[src/rtl/dq_write_seq_pkg.sv]
// dq_write_seq_pkg: strobe patterns, burst length and beat order shared by the lane write and read paths
package dq_write_seq_pkg;
  localparam logic [3:0] DQS_DATA = 4'b1010;
  localparam logic [3:0] DQS_IDLE = 4'b0000;
  localparam int BL8_CYCLES = 2;
  // Bit 3 of every 4-bit group is the first beat on the wire.
  localparam int BEAT0_BIT = 3;
  function automatic int beat_lsb(input int b, input int w);
    return (BEAT0_BIT - b) * w;
  endfunction
endpackage

[src/rtl/dq_write_seq_if.sv]
// dq_write_seq_if: write-command side and serializer side of one DDR3 byte-lane write sequencer
// master: drives wr_start/wlat/wdata/wdm, receives the serializer patterns and status
// slave : the sequencer itself
interface dq_write_seq_if #(
  parameter int DQ_WIDTH = 8
);
  logic                  wr_start;
  logic [3:0]            wlat;
  logic [4*DQ_WIDTH-1:0] wdata;
  logic [3:0]            wdm;
  logic                  data_req;
  logic [4*DQ_WIDTH-1:0] dq_par;
  logic [3:0]            dm_par;
  logic                  dq_tri;
  logic [3:0]            dqs_par;
  logic                  dqs_tri;
  logic                  wr_busy;
  logic                  wr_err;
  modport master (
    output wr_start, wlat, wdata, wdm,
    input  data_req, dq_par, dm_par, dq_tri, dqs_par, dqs_tri, wr_busy, wr_err
  );
  modport slave (
    input  wr_start, wlat, wdata, wdm,
    output data_req, dq_par, dm_par, dq_tri, dqs_par, dqs_tri, wr_busy, wr_err
  );
endinterface

[src/rtl/dq_write_sched.sv]
// dq_write_sched: burst schedule shift register, accept/drop check and window decode
// in : clk, rst_n, wr_start, wlat
// out: req_nx/data_nx/strb_nx/busy_nx (values for the next cycle), wr_err (sticky)
module dq_write_sched
  import dq_write_seq_pkg::*;
#(
  parameter int WLAT_MIN = 3,
  parameter int WLAT_MAX = 15
) (
  input  logic       clk,
  input  logic       rst_n,
  input  logic       wr_start,
  input  logic [3:0] wlat,
  output logic       req_nx,
  output logic       data_nx,
  output logic       strb_nx,
  output logic       busy_nx,
  output logic       wr_err
);
  localparam int SW = WLAT_MAX + 2;
  localparam logic [SW+1:0] WIN3 = {{(SW-1){1'b0}}, 3'b111};
  logic [SW-1:0] sched, sh, nx;
  logic [SW+1:0] win;
  logic          ok;
  // A burst sits at bit p of sched when its first data cycle is p-1 cycles away;
  // the new start is judged against the already-shifted schedule it will join.
  always_comb begin
    sh = sched >> 1;
    win = {1'b0, sh, 1'b0} & (WIN3 << wlat);
    ok = wr_start && {1'b0, wlat} >= 5'(WLAT_MIN) && {1'b0, wlat} <= 5'(WLAT_MAX) && !(|win);
    nx = sh | (ok ? SW'(1) << wlat : '0);
  end
  assign req_nx  = |nx[BL8_CYCLES+1:BL8_CYCLES];
  assign data_nx = |nx[BL8_CYCLES-1:0];
  // sched[0] is the last data cycle, so it keeps the strobe up for the postamble.
  assign strb_nx = |nx[BL8_CYCLES:0] | sched[0];
  assign busy_nx = |nx | strb_nx;
  always_ff @(posedge clk or negedge rst_n)
    if (!rst_n) begin
      sched  <= '0;
      wr_err <= 1'b0;
    end else begin
      sched  <= nx;
      wr_err <= wr_err | (wr_start & ~ok);
    end
endmodule

[src/rtl/dq_write_seq.sv]
// dq_write_seq: half-rate DDR3 byte-lane write-burst sequencer feeding the DQ/DM/DQS serializers
// in : clk, rst_n, bus.wr_start, bus.wlat, bus.wdata, bus.wdm
// out: bus.data_req, bus.dq_par, bus.dm_par, bus.dq_tri, bus.dqs_par, bus.dqs_tri, bus.wr_busy, bus.wr_err
module dq_write_seq
  import dq_write_seq_pkg::*;
#(
  parameter int DQ_WIDTH = 8,
  parameter int WLAT_MIN = 3,
  parameter int WLAT_MAX = 15
) (
  input logic           clk,
  input logic           rst_n,
  dq_write_seq_if.slave bus
);
  logic                  req_nx, data_nx, strb_nx, busy_nx, err;
  logic                  req_q, dq_tri_q, dqs_tri_q, busy_q;
  logic [4*DQ_WIDTH-1:0] dq_q;
  logic [3:0]            dm_q, dqs_q;
  dq_write_sched #(
    .WLAT_MIN(WLAT_MIN),
    .WLAT_MAX(WLAT_MAX)
  ) u_sched (
    .clk     (clk),
    .rst_n   (rst_n),
    .wr_start(bus.wr_start),
    .wlat    (bus.wlat),
    .req_nx  (req_nx),
    .data_nx (data_nx),
    .strb_nx (strb_nx),
    .busy_nx (busy_nx),
    .wr_err  (err)
  );
  always_ff @(posedge clk or negedge rst_n)
    if (!rst_n) begin
      req_q     <= 1'b0;
      dq_q      <= '0;
      dm_q      <= '0;
      dqs_q     <= DQS_IDLE;
      dq_tri_q  <= 1'b1;
      dqs_tri_q <= 1'b1;
      busy_q    <= 1'b0;
    end else begin
      req_q     <= req_nx;
      dq_q      <= data_nx ? bus.wdata : '0;
      dm_q      <= data_nx ? bus.wdm : '0;
      dqs_q     <= data_nx ? DQS_DATA : DQS_IDLE;
      dq_tri_q  <= ~data_nx;
      dqs_tri_q <= ~strb_nx;
      busy_q    <= busy_nx;
    end
  assign bus.data_req = req_q;
  assign bus.dq_par   = dq_q;
  assign bus.dm_par   = dm_q;
  assign bus.dqs_par  = dqs_q;
  assign bus.dq_tri   = dq_tri_q;
  assign bus.dqs_tri  = dqs_tri_q;
  assign bus.wr_busy  = busy_q;
  assign bus.wr_err   = err;
endmodule

[src/flat_wrapper.sv]
// flat-port wrapper written by rule: the top's interface ports become plain ports
module dq_write_seq_flat import dq_write_seq_pkg::*;
#(
  parameter int DQ_WIDTH = 8,
  parameter int WLAT_MIN = 3,
  parameter int WLAT_MAX = 15
)
  (clk, rst_n, bus_wr_start, bus_wlat, bus_wdata, bus_wdm, bus_data_req, bus_dq_par, bus_dm_par, bus_dq_tri, bus_dqs_par, bus_dqs_tri, bus_wr_busy, bus_wr_err);
  dq_write_seq_if #(.DQ_WIDTH(DQ_WIDTH)) bus_i ();
  input logic clk;
  input logic rst_n;
  input wire logic [$bits(bus_i.wr_start)-1:0] bus_wr_start;
  input wire logic [$bits(bus_i.wlat)-1:0] bus_wlat;
  input wire logic [$bits(bus_i.wdata)-1:0] bus_wdata;
  input wire logic [$bits(bus_i.wdm)-1:0] bus_wdm;
  output wire logic [$bits(bus_i.data_req)-1:0] bus_data_req;
  output wire logic [$bits(bus_i.dq_par)-1:0] bus_dq_par;
  output wire logic [$bits(bus_i.dm_par)-1:0] bus_dm_par;
  output wire logic [$bits(bus_i.dq_tri)-1:0] bus_dq_tri;
  output wire logic [$bits(bus_i.dqs_par)-1:0] bus_dqs_par;
  output wire logic [$bits(bus_i.dqs_tri)-1:0] bus_dqs_tri;
  output wire logic [$bits(bus_i.wr_busy)-1:0] bus_wr_busy;
  output wire logic [$bits(bus_i.wr_err)-1:0] bus_wr_err;
  assign bus_i.wr_start = bus_wr_start;
  assign bus_i.wlat = bus_wlat;
  assign bus_i.wdata = bus_wdata;
  assign bus_i.wdm = bus_wdm;
  assign bus_data_req = bus_i.data_req;
  assign bus_dq_par = bus_i.dq_par;
  assign bus_dm_par = bus_i.dm_par;
  assign bus_dq_tri = bus_i.dq_tri;
  assign bus_dqs_par = bus_i.dqs_par;
  assign bus_dqs_tri = bus_i.dqs_tri;
  assign bus_wr_busy = bus_i.wr_busy;
  assign bus_wr_err = bus_i.wr_err;
  dq_write_seq #(.DQ_WIDTH(DQ_WIDTH), .WLAT_MIN(WLAT_MIN), .WLAT_MAX(WLAT_MAX)) u_core (.clk(clk), .rst_n(rst_n), .bus(bus_i));
endmodule
[config.mk]
export PLATFORM = sky130hd
export DESIGN_NAME = dq_write_seq_flat
export DESIGN_NICKNAME = d
export VERILOG_FILES = /design/src/rtl/dq_write_seq_pkg.sv /design/src/rtl/dq_write_seq_if.sv /design/src/rtl/dq_write_sched.sv /design/src/rtl/dq_write_seq.sv /design/src/flat_wrapper.sv
export SDC_FILE = /design/constraint.sdc
export NUM_CORES = 1
export LEC_CHECK = 0
export CORE_UTILIZATION = 47
export CTS_CLUSTER_SIZE = 14
export DETAILED_ROUTE_END_ITERATION = 10
export PLACE_DENSITY = 0.84
export SYNTH_ARGS = -nofsm -noshare
export SYNTH_HDL_FRONTEND = slang
export SYNTH_SLANG_ARGS = --single-unit
[constraint.sdc]
create_clock -name clk -period 3.38 [get_ports clk]
set_input_delay 0.338 -clock clk [delete_from_list [all_inputs] [get_ports clk]]
set_output_delay 0.338 -clock clk [all_outputs]
set_load 0.03 [all_outputs]
==> results.py <==
metrics = {
    "outcome": {
        "status": "finished clean",
    },
    "global_routing": {
        "overflow": 0,
        "grt_max_degree": 40,
        "globalRouteTotalUtil_pct": 22.45,
        "antenna_found_initial": 0,
        "grt_pass1_vias": 1806,
        "grt_pass1_wl_um": 8673,
    },
    "clock_tree": {
        "cts_sinks": 58,
        "clk_pin_slew_worst_paths_ns": 0.06,
        "cts_buffers": 9,
        "cts_tree": "built",
        "post_cts_buffers": 0,
        "cts_max_level": 3,
        "clock_path_buffers": 2,
        "cts_hold_buf": 0,
        "ctsResizeCount": 0,
        "worstSkewPairLatency_ns": 0.31,
        "cts-root-buf": "clkbuf_8",
    },
    "cells_and_area": {
        "final_area_mm2": 0.003402,
        "drive_gt1_share_pct": 8.651,
        "fill_cells": 329,
        "area_delta_synth_final_pct": 44.94,
        "diodes": 0,
        "nets": 327,
    },
    "synth": {
        "yosysTopAreaCell": "dfrtp_1",
        "muxShareOfSynthArea_pct": 0.4797,
        "synth_cell_types": 47,
        "synth.avg_cell_area_um2": 11.68,
        "synth_top_family_by_area": "simple AND/OR/NAND/NOR gates",
        "seq_area_frac_synth_pct": 61.94,
        "synth-warning-count": 0,
        "synth_edf_count": 0,
        "synth_area_leaders": "dfrtp_1 60%, and2_1 10%, dfstp_2 2.2%",
        "async_flop_share_pct": 100.0,
        "synth_compound_area_share_pct": 12.26,
        "synth-xor-area-share_pct": 0,
        "ys_seq_elements": 58,
        "synth_flop_cell": "dfrtp_1",
        "synth-adder-area-share_pct": 0,
        "synthCells": 201,
        "netlist.area_leader.share_pct": 59.70,
        "synthSimpleGateAreaFrac_pct": 20.04,
        "syn_area_mm2": 0.002347,
    },
    "route": {
        "firstDrtPassIters": 4,
        "vias": 1853,
        "drtIter0Drc": 189,
        "viasPerCell": 5.205,
        "drc": 0,
        "wl_per_cell_um": 15.53,
        "ant_nets": 0,
        "drt-total-wl_um": 5529,
    },
    "setup_path": {
        "worstPathCellList": "clkdlybuf4s50_1 > or4b_1 > o311ai_1 > a41o_1 > a2111o_1 > nor4_2 > o211ai_1",
        "path_max_fanout": 21,
        "path_buf_inv": 1,
        "setup.worst_path.start_class": "input port",
        "cpPeakStageDelay_ns": 0.91,
        "cp_slowest_cell": "clkdlybuf4s50_1",
        "crit_family": "compound AO/OA/AOI/OAI gates",
        "worstSetupEndpointType": "flip-flop",
        "crit_type": "in -> reg",
        "worstPathArrival_ns": 2.62,
        "cp.required_ns": 3.56,
    },
    "floorplan": {
        "rows": 25,
        "die-area_mm2": 0.005281,
        "start_util_pct": 49.37,
        "io_pins": 88,
        "die_h_um": 72.67,
        "coreArea_mm2": 0.004755,
        "chipWidth_um": 72.67,
    },
    "timing": {
        "tns_ns": 0,
        "report.final.slew_viol_count": 0,
        "max_slew.worst_pin.slew_ns": 0.8423,
        "min_period_ns": 2.440,
        "fin_crit_sh_pct": 72.19,
        "report.final.hold_viol_count": 0,
        "fmaxAchievable_mhz": 409.8,
        "finalSetupViolations": 0,
        "rsz0062_at_grt": "no",
        "relSlewSlack_pct": 43.85,
        "fin_ws_ns": 0.9400,
        "finClkSkew_ns": 0.004185,
    },
    "power_and_ir_drop": {
        "powerDensity_mw_per_mm2": 580.7,
        "switching_power_w": 0.0005897,
        "p_total_w": 0.001975,
        "swShare_pct": 29.85,
        "p_seq_share_pct": 42.4,
        "power.share.clock_pct": 30.3,
        "combPwrFrac_pct": 27.3,
        "peakVddDrop_mv": 0.5191,
        "p_int_w": 0.001386,
        "leakagePower_nw": 1.514,
    },
    "place": {
        "portBuffers": 85,
        "place_area_mm2": 0.003213,
        "dp_slack_ns": 0.6505,
        "dp_hpwl_um": 3911,
        "gp_congestion": 0.8577,
    },
    "worst_hold_path": {
        "hp-class": "in -> async",
    },
    "flow_run": {
        "max_cap_violations": 0,
    },
}
[final timing paths]
path	startpoint	to	slack, ns	cells past startpoint
setup / recovery	bus_wlat[1]	u_core.bus.wr_busy	0.94	7
setup reg to reg	u_core.u_sched.sched[1]	u_core.bus.wr_busy	1.15	6
max in group asynchronous	rst_n	u_core.bus.dq_tri	2.42	2
hold reg to reg	u_core.u_sched.sched[2]	u_core.u_sched.sched[1]	0.36	0
hold / removal	rst_n	u_core.bus.dq_par[31]	0.13	1
min in group clk	u_core.u_sched.sched[2]	u_core.u_sched.sched[1]	0.36	0
[power groups by stage]
stage | Sequential (W) | Combinational, W | Clock (W)
final | 0.000837 | 0.000539 | 0.000599
after global routing | 0.000845 | 0.000574 | 0.000648
after CTS | 0.000836 | 0.000546 | 0.000613
after detailed placement | 0.000847 | 0.000541 | 0
after global placement | 0.000843 | 0.000535 | 0
after floorplan | 0.000989 | 0.000154 | 0
[flip-flops by register name, indices dropped and copies added (netlist names)]
register,count
u_core.u_sched.sched,16
u_core.bus.data_req,1
u_core.bus.wr_busy,1
u_core.bus.dqs_tri,1
u_core.bus.dm_par,4
u_core.u_sched.wr_err,1
u_core.bus.dq_par,32
u_core.bus.dq_tri,1
u_core.bus.dqs_par,1
[logic make-up after synthesis]
group | count (synthesis)
mux | 1
buf+inv | 26
compound gates | 38
simple gates | 77
flops | 58
other cells | 1
[cell usage after synthesis, types with 2 or more instances]
cell type / count
nor3_1: 4
nand2b_1: 3
a21o_1: 4
o311ai_1: 2
o22ai_1: 2
clkbuf_1: 7
nand2_1: 6
dfrtp_1: 56
o31ai_1: 6
inv_1: 10
buf_4: 5
and3_1: 2
o21ai_0: 2
buf_2: 3
and2_1: 38
o21bai_1: 2
nor2b_1: 2
nor4_1: 2
dfstp_2: 2
a21boi_0: 2
o211ai_1: 3
nand4_1: 2
a41o_1: 2
nand3_1: 2
a21oi_1: 4
nor2_1: 7
[layout by cell type (no fill, tap or decap), types with 2 or more instances in the layout]
cell	Yosys	routed
and2_1	38	38
dfrtp_1	56	56
a21boi_0	2	2
nand4_1	2	2
nand3_1	2	2
a41o_1	2	2
nand2_1	6	6
nor2b_1	2	2
a21oi_1	4	4
inv_1	10	10
clkbuf_8	0	10
o31ai_1	6	6
a21o_1	4	4
o311ai_1	2	2
clkdlybuf4s50_1	0	84
o21ai_0	2	2
o21bai_1	2	2
o211ai_1	3	3
clkinv_2	0	2
nor2_1	7	7
conb_1	1	2
nand2b_1	3	3
dfstp_2	2	2
nor4_1	2	2
o22ai_1	2	2
buf_4	5	2
and3_1	2	2
nor3_1	4	4
clkbuf_1	7	3
[cell type report]
type | count | area (µm²) | area share (%)
clock inverters | 3 | 40.04 | 1.177
inverters | 10 | 37.54 | 1.103
multi-input cells | 118 | 777.0 | 22.84
well taps | 67 | 83.83 | 2.464
flip-flops and latches | 58 | 1454 | 42.74
repair buffers | 87 | 860.8 | 25.30
clock buffers | 13 | 148.9 | 4.377
[worst register-to-register path, stage by stage (launching register included)]
cell	delay, ns
dfrtp_1	0.39
or2_2	0.51
nor3_1	0.36
nand3_1	0.13
a2111o_1	0.38
nor4_2	0.21
o211ai_1	0.12
[metrics by stage]
stage | hold WS, ns | util (%) | cells
after floorplan | 0.04241 | - | 202
after global placement | 0.3486 | 67.58 | 340
after detailed placement | 0.3532 | 67.58 | 340
after CTS | 0.1441 | 71.55 | 356
after global routing | 0.1801 | 71.55 | 356
final | 0.1276 | 71.55 | 356
[layer usage]
layer / wire length [µm] / global-route usage [%] / share of wire [%] / vias to the layer above
met5: 0 / 0 / 0 / -
met3: 480 / 9.254 / 8.7 / 6
met1: 2264 / 27.74 / 41 / 897
met2: 2714 / 34.37 / 49 / 99
li1: - / - / - / 851
met4: 69 / 10.68 / 1.2 / 0
Power figures use the tool's default switching activity.
